--- src/rtl/rf_pkg.sv ---
// Shared constants and types for the register-file writeback controller.
package rf_pkg;

    localparam int DATA_W = 16;
    localparam int ADDR_W = 4;
    localparam int NREGS  = 2 ** ADDR_W;

    typedef enum logic {
        SRC_ALU = 1'b0,
        SRC_MEM = 1'b1
    } src_e;

    typedef struct packed {
        logic [ADDR_W-1:0] addr;
        logic [DATA_W-1:0] data;
    } wr_rec_t;

endpackage

--- src/rtl/rf_writeback_ctrl_if.sv ---
// Writeback sources, issue port and register-file write port of rf_writeback_ctrl.
interface rf_writeback_ctrl_if;
    import rf_pkg::*;

    logic              alu_valid;
    logic              alu_ready;
    logic [ADDR_W-1:0] alu_addr;
    logic [DATA_W-1:0] alu_data;
    logic              mem_valid;
    logic              mem_ready;
    logic [ADDR_W-1:0] mem_addr;
    logic [DATA_W-1:0] mem_data;
    logic              issue_valid;
    logic [ADDR_W-1:0] issue_addr;
    logic [DATA_W-1:0] C;
    logic [ADDR_W-1:0] Caddr;
    logic              Load;
    logic [NREGS-1:0]  pending;

    modport master (
        output alu_valid, alu_addr, alu_data,
        output mem_valid, mem_addr, mem_data,
        output issue_valid, issue_addr,
        input  alu_ready, mem_ready, C, Caddr, Load, pending
    );

    modport slave (
        input  alu_valid, alu_addr, alu_data,
        input  mem_valid, mem_addr, mem_data,
        input  issue_valid, issue_addr,
        output alu_ready, mem_ready, C, Caddr, Load, pending
    );

endinterface

--- src/rtl/wb_slot.sv ---
// One-entry writeback buffer: fills on valid&&ready, empties when granted.
module wb_slot
    import rf_pkg::*;
(
    input  logic    Clk,
    input  logic    Clear_n,
    input  logic    in_valid,
    output logic    in_ready,
    input  wr_rec_t in_rec,
    input  logic    grant,
    output logic    full,
    output logic    fill,
    output wr_rec_t rec
);

    // Ready depends only on full, so accept and drain never share an edge.
    assign in_ready = !full;
    assign fill     = in_valid && !full;

    // NOTE: non-blocking assignments in clocked blocks, so every register
    // samples pre-edge values regardless of process ordering.
    always_ff @(posedge Clk or negedge Clear_n) begin
        if (!Clear_n) begin
            full <= 1'b0;
            // NOTE: the payload is reset along with the flag so no X can ever
            // reach the write port through a grant.
            rec  <= '0;
        end else if (fill) begin
            full <= 1'b1;
            rec  <= in_rec;
        end else if (grant) begin
            full <= 1'b0;
        end
    end

endmodule

--- src/rtl/rf_writeback_ctrl.sv ---
// Arbitrates ALU and load results onto the single register-file write port
// and tracks outstanding writes for hazard stalls.
module rf_writeback_ctrl
    import rf_pkg::*;
(
    input  logic                Clk,
    input  logic                Clear_n,
    rf_writeback_ctrl_if.slave  bus
);

    wr_rec_t alu_in, mem_in, alu_rec, mem_rec, grant_rec;
    logic    alu_full, mem_full, alu_fill, mem_fill;
    logic    alu_grant, mem_grant, grant_valid;
    logic    alu_ready, mem_ready;
    src_e    grant_src;
    logic    mem_older;

    logic [DATA_W-1:0] c_q;
    logic [ADDR_W-1:0] caddr_q;
    logic              load_q;
    logic [NREGS-1:0]  pending_q, pending_d;

    assign alu_in = '{addr: bus.alu_addr, data: bus.alu_data};
    assign mem_in = '{addr: bus.mem_addr, data: bus.mem_data};

    wb_slot u_alu_slot (
        .Clk      (Clk),
        .Clear_n  (Clear_n),
        .in_valid (bus.alu_valid),
        .in_ready (alu_ready),
        .in_rec   (alu_in),
        .grant    (alu_grant),
        .full     (alu_full),
        .fill     (alu_fill),
        .rec      (alu_rec)
    );

    wb_slot u_mem_slot (
        .Clk      (Clk),
        .Clear_n  (Clear_n),
        .in_valid (bus.mem_valid),
        .in_ready (mem_ready),
        .in_rec   (mem_in),
        .grant    (mem_grant),
        .full     (mem_full),
        .fill     (mem_fill),
        .rec      (mem_rec)
    );

    // Oldest full slot wins; address equality plays no part, so same-register
    // writes retire in acceptance order.
    always_comb begin
        // NOTE: every combinational output gets a default first, so no path
        // through the block can infer a latch.
        grant_valid = alu_full || mem_full;
        grant_src   = SRC_ALU;
        if (mem_full && (!alu_full || mem_older))
            grant_src = SRC_MEM;
        grant_rec   = (grant_src == SRC_MEM) ? mem_rec : alu_rec;
    end

    assign alu_grant = grant_valid && (grant_src == SRC_ALU);
    assign mem_grant = grant_valid && (grant_src == SRC_MEM);

    // mem_older only matters while both slots are full; a resident slot that
    // survives this edge is older than one filling on it.
    always_ff @(posedge Clk or negedge Clear_n) begin
        if (!Clear_n)
            mem_older <= 1'b0;
        else if (alu_fill && mem_fill)
            mem_older <= 1'b1;
        else if (alu_fill)
            mem_older <= mem_full && !mem_grant;
        else if (mem_fill)
            mem_older <= !(alu_full && !alu_grant);
    end

    always_ff @(posedge Clk or negedge Clear_n) begin
        if (!Clear_n) begin
            load_q  <= 1'b0;
            c_q     <= '0;
            caddr_q <= '0;
        end else begin
            load_q <= grant_valid;
            if (grant_valid) begin
                c_q     <= grant_rec.data;
                caddr_q <= grant_rec.addr;
            end
        end
    end

    // Clear before set: a newly issued writer to the retiring register stays pending.
    always_comb begin
        pending_d = pending_q;
        if (grant_valid)
            pending_d[grant_rec.addr] = 1'b0;
        if (bus.issue_valid)
            pending_d[bus.issue_addr] = 1'b1;
    end

    always_ff @(posedge Clk or negedge Clear_n) begin
        if (!Clear_n)
            pending_q <= '0;
        else
            pending_q <= pending_d;
    end

    assign bus.alu_ready = alu_ready;
    assign bus.mem_ready = mem_ready;
    assign bus.C         = c_q;
    assign bus.Caddr     = caddr_q;
    assign bus.Load      = load_q;
    assign bus.pending   = pending_q;

endmodule

--- src/flat_wrapper.sv ---
// flat-port wrapper written by rule: the top's interface ports become plain ports
module rf_writeback_ctrl_flat import rf_pkg::*;
  (Clk, Clear_n, bus_alu_valid, bus_alu_addr, bus_alu_data, bus_mem_valid, bus_mem_addr, bus_mem_data, bus_issue_valid, bus_issue_addr, bus_alu_ready, bus_mem_ready, bus_C, bus_Caddr, bus_Load, bus_pending);
  rf_writeback_ctrl_if bus_i ();
  input  logic Clk;
  input  logic Clear_n;
  input wire logic [$bits(bus_i.alu_valid)-1:0] bus_alu_valid;
  input wire logic [$bits(bus_i.alu_addr)-1:0] bus_alu_addr;
  input wire logic [$bits(bus_i.alu_data)-1:0] bus_alu_data;
  input wire logic [$bits(bus_i.mem_valid)-1:0] bus_mem_valid;
  input wire logic [$bits(bus_i.mem_addr)-1:0] bus_mem_addr;
  input wire logic [$bits(bus_i.mem_data)-1:0] bus_mem_data;
  input wire logic [$bits(bus_i.issue_valid)-1:0] bus_issue_valid;
  input wire logic [$bits(bus_i.issue_addr)-1:0] bus_issue_addr;
  output wire logic [$bits(bus_i.alu_ready)-1:0] bus_alu_ready;
  output wire logic [$bits(bus_i.mem_ready)-1:0] bus_mem_ready;
  output wire logic [$bits(bus_i.C)-1:0] bus_C;
  output wire logic [$bits(bus_i.Caddr)-1:0] bus_Caddr;
  output wire logic [$bits(bus_i.Load)-1:0] bus_Load;
  output wire logic [$bits(bus_i.pending)-1:0] bus_pending;
  assign bus_i.alu_valid = bus_alu_valid;
  assign bus_i.alu_addr = bus_alu_addr;
  assign bus_i.alu_data = bus_alu_data;
  assign bus_i.mem_valid = bus_mem_valid;
  assign bus_i.mem_addr = bus_mem_addr;
  assign bus_i.mem_data = bus_mem_data;
  assign bus_i.issue_valid = bus_issue_valid;
  assign bus_i.issue_addr = bus_issue_addr;
  assign bus_alu_ready = bus_i.alu_ready;
  assign bus_mem_ready = bus_i.mem_ready;
  assign bus_C = bus_i.C;
  assign bus_Caddr = bus_i.Caddr;
  assign bus_Load = bus_i.Load;
  assign bus_pending = bus_i.pending;
  rf_writeback_ctrl u_core (.Clk(Clk), .Clear_n(Clear_n), .bus(bus_i));
endmodule
--- config.mk ---
export PLATFORM = sky130hd
export DESIGN_NAME = rf_writeback_ctrl_flat
export DESIGN_NICKNAME = d
export VERILOG_FILES = /design/src/rtl/rf_pkg.sv /design/src/rtl/rf_writeback_ctrl_if.sv /design/src/rtl/wb_slot.sv /design/src/rtl/rf_writeback_ctrl.sv /design/src/flat_wrapper.sv
export SDC_FILE = /design/constraint.sdc
export NUM_CORES = 1
export LEC_CHECK = 0
export ABC_AREA = 1
export CAP_MARGIN = 0
export CORE_MARGIN = 2
export CORE_UTILIZATION = 50
export DETAILED_ROUTE_END_ITERATION = 10
export HOLD_SLACK_MARGIN = 0.08
export PLACE_DENSITY_LB_ADDON = 0.1
export SYNTH_ARGS = -nofsm -noshare
export SYNTH_HDL_FRONTEND = slang
export SYNTH_SLANG_ARGS = --single-unit
--- constraint.sdc ---
create_clock -name Clk -period 3.47 [get_ports Clk]
set_input_delay 0.347 -clock Clk [delete_from_list [all_inputs] [get_ports Clk]]
set_output_delay 0.347 -clock Clk [all_outputs]
set_load 0.05 [all_outputs]
==> reports/metrics.yaml <==
worstPathRequired_ps: 3120
finalHoldViolCount: 0
setup.worst_path.class: "flip-flop to output pin"
seq_area_um2: 2002
critPathMaxFanout: 7
timing.fmax_mhz: 478.4
slew_headroom_pct: 35.89
yosysWarnings: 0
grt_overflow: 0
drt-initial-drc-count: 133
die-area_um2: 7474
syn_area_um2: 3400
antenna_cells: 0
cts_setup_buffers: 0
cts-resized-gates: 0
start_util_pct: 50.88
drv_slew: 0
skew_ps: 8.472
cts_sinks: 80
p_int_mw: 2.288
fp.dieH_um: 86.46
nets: 503
worst_pin_slew_ps: 961.7
holdBufCountCts: 0
grt_setup_unrepaired: "false"
via_per_inst: 4.974
synth_top_area_share_pct: 58.89
syn_nets: 417
final_cells: 538
yosysSeqAreaShare_pct: 58.89
fin_crit_sh_pct: 60.24
dp.cells: 523
drive_gt1_share_pct: 11.14
hold_class: "input pin to asynchronous set/reset pin"
synthTopCellsByArea: "dfrtp_1 (59%), nand2_1 (14%), mux2_2 (5.6%), inv_1 (3.4%), o311ai_0 (3.3%)"
io_buffers: 87
htreeDepth: 3
grt_usage_pct: 21.08
nFillCells: 578
fin_setup_tns_ps: 0
num_vias: 2676
leakage_nw: 2.093
status: "completed"
drc: 0
pwr-share-comb_pct: 47.4
path_clk_slew_ps: 80
avgSynthCellArea_um2: 9.238
wl_mm: 7.386
area_growth_syn_to_layout_pct: 32.94
multi_input_area_um2: 1186
gp_congestion: 0.8640
grt_max_degree: 81
cts_buffer_depth: 2
grt_pass1_wl_mm: 12.22
io_pins: 88
cts_root_buf: "clkbuf_8"
p_seq_share_pct: 35.7
numCtsBuffers: 9
drtAntennaViolNets: 0
synth_seq_cells: 80
cp-end-kind: "output pin"
worstSetupStartpointType: "flip-flop"
p_per_area_nw_per_um2: 897.4
core-area_um2: 6681
grt_pass1_vias: 2600
die_w_um: 86.46
postSynthCellCount: 368
clkPwrFrac_pct: 16.9
switching_power_mw: 1.768
synth_top_area_cell: "dfrtp_1"
switching_share_pct: 43.59
min_period_ps: 2090
setup_viol: 0
dr.pass1.iters: 4
cts_tree: "yes"
arrival_ps: 1740
maxCapViolCount: 0
ys_types: 22
hpwl_mm: 5.214
fp-row-count: 30
antenna_found_initial: 0
clock_latency_ps: 340
routedWlPerCell_um: 13.73
peakVddDrop_uv: 559.6
placed cells by master (no fill, tap or decap), types with 2 or more instances in the layout:
cell type | netlist | final
o21ai_0 | 19 | 19
mux2_2 | 17 | 17
buf_4 | 2 | 3
nor3_1 | 2 | 2
o21ai_1 | 2 | 2
dfrtp_1 | 80 | 80
o311ai_0 | 13 | 13
inv_2 | 6 | 6
a21oi_1 | 3 | 3
clkdlybuf4s50_1 | 0 | 86
clkinv_2 | 0 | 2
nand3_1 | 22 | 22
nor2_1 | 14 | 14
clkbuf_8 | 0 | 12
nand2_1 | 130 | 130
o21bai_1 | 3 | 3
inv_1 | 31 | 31
nand2_2 | 4 | 4
nor2_2 | 4 | 4
power groups by stage:
stage | clock (mW) | combinational, mW | sequential, mW
after detailed placement | 0 | 1.93 | 1.47
final | 0.687 | 1.92 | 1.45
after global routing | 0.753 | 2.05 | 1.49
after CTS | 0.708 | 1.94 | 1.45
after floorplan | 0 | 0.533 | 2.19
after global placement | 0 | 1.91 | 1.46
cell usage after synthesis:
| master | number |
|---|---|
| nor3_1 | 2 |
| buf_2 | 7 |
| o311ai_0 | 13 |
| inv_2 | 6 |
| dfrtp_1 | 80 |
| o21ai_1 | 2 |
| inv_1 | 31 |
| buf_4 | 2 |
| o21ai_0 | 19 |
| mux2_2 | 17 |
| nand3b_1 | 1 |
| nand2_4 | 1 |
| nor2_2 | 4 |
| clkbuf_1 | 5 |
| nand2_1 | 130 |
| a21oi_2 | 1 |
| a21oi_1 | 3 |
| o21bai_1 | 3 |
| nand3_1 | 22 |
| nor2_1 | 14 |
| nand2_2 | 4 |
| clkinv_1 | 1 |
layout make-up:
| class | instances | share of cell area (%) |
|---|---|---|
| flip-flops and latches | 80 | 44.30 |
| inverters | 38 | 3.156 |
| repair buffers | 89 | 19.55 |
| well taps | 80 | 2.215 |
| clock inverters | 3 | 0.8859 |
| multi-input cells | 236 | 26.25 |
| clock buffers | 12 | 3.654 |
path summary, 6_finish.rpt:
path / start / end / slack, ps / cells past startpoint
hold / removal: Clear_n / u_core.u_mem_slot.rec[1]$_DFFE_PN0P_ / 160 / 1
min in group Clk: u_core.bus.pending[13]$_DFF_PN0_ / u_core.bus.pending[13]$_DFF_PN0_ / 470 / 2
setup reg to reg: u_core.u_mem_slot.full$_DFFE_PN0P_ / u_core.bus.pending[3]$_DFF_PN0_ / 1700 / 7
setup / recovery: u_core.u_mem_slot.full$_DFFE_PN0P_ / bus_mem_ready / 1380 / 2
hold reg to reg: u_core.bus.pending[13]$_DFF_PN0_ / u_core.bus.pending[13]$_DFF_PN0_ / 470 / 2
max in group asynchronous: Clear_n / u_core.bus.C[12]$_DFFE_PN0N_ / 2690 / 1
registers in the layout, summed over array words and instances, names as in the netlist:
signal / count
u_core.mem_older: 1
u_core.u_mem_slot.rec: 20
u_core.u_alu_slot.rec: 20
u_core.bus.Caddr: 4
u_core.u_mem_slot.full: 1
u_core.bus.pending: 16
u_core.bus.Load: 1
u_core.bus.C: 16
u_core.u_alu_slot.full: 1
stage by stage:
stage	hold WS (ps)	worst slack (ps)	total power, mW	util, %	area (µm²)
final	159.9	1380	4.056	67.64	4519
after global routing	239.9	1322	4.296	67.64	4519
after CTS	206.9	1354	4.095	67.64	4519
after detailed placement	460.9	1696	3.394	64.57	4314
after global placement	459.0	1692	3.362	64.57	4314
after floorplan	51.41	2005	2.720	-	3400
critical path: stages (launching register included):
cell and delay [ps]:
dfrtp_1 480, inv_2 130, clkdlybuf4s50_1 810
cells by family after synthesis:
group	Yosys count	share of synthesized area, %
mux	17	5.631
compound gates	41	7.803
buf+inv	52	6.220
simple gates	178	21.46
flops	80	58.89
routing by layer:
metal	vias up	GRT usage, %	wire length, µm	part of all wire (%)
met1	1256	31.25	3719	50
met5	-	0	0	0
met2	68	32.03	3294	45
met3	4	4.095	325	4.4
li1	1348	-	-	-
met4	0	5.540	48	0.65
Power figures use the tool's default switching activity.
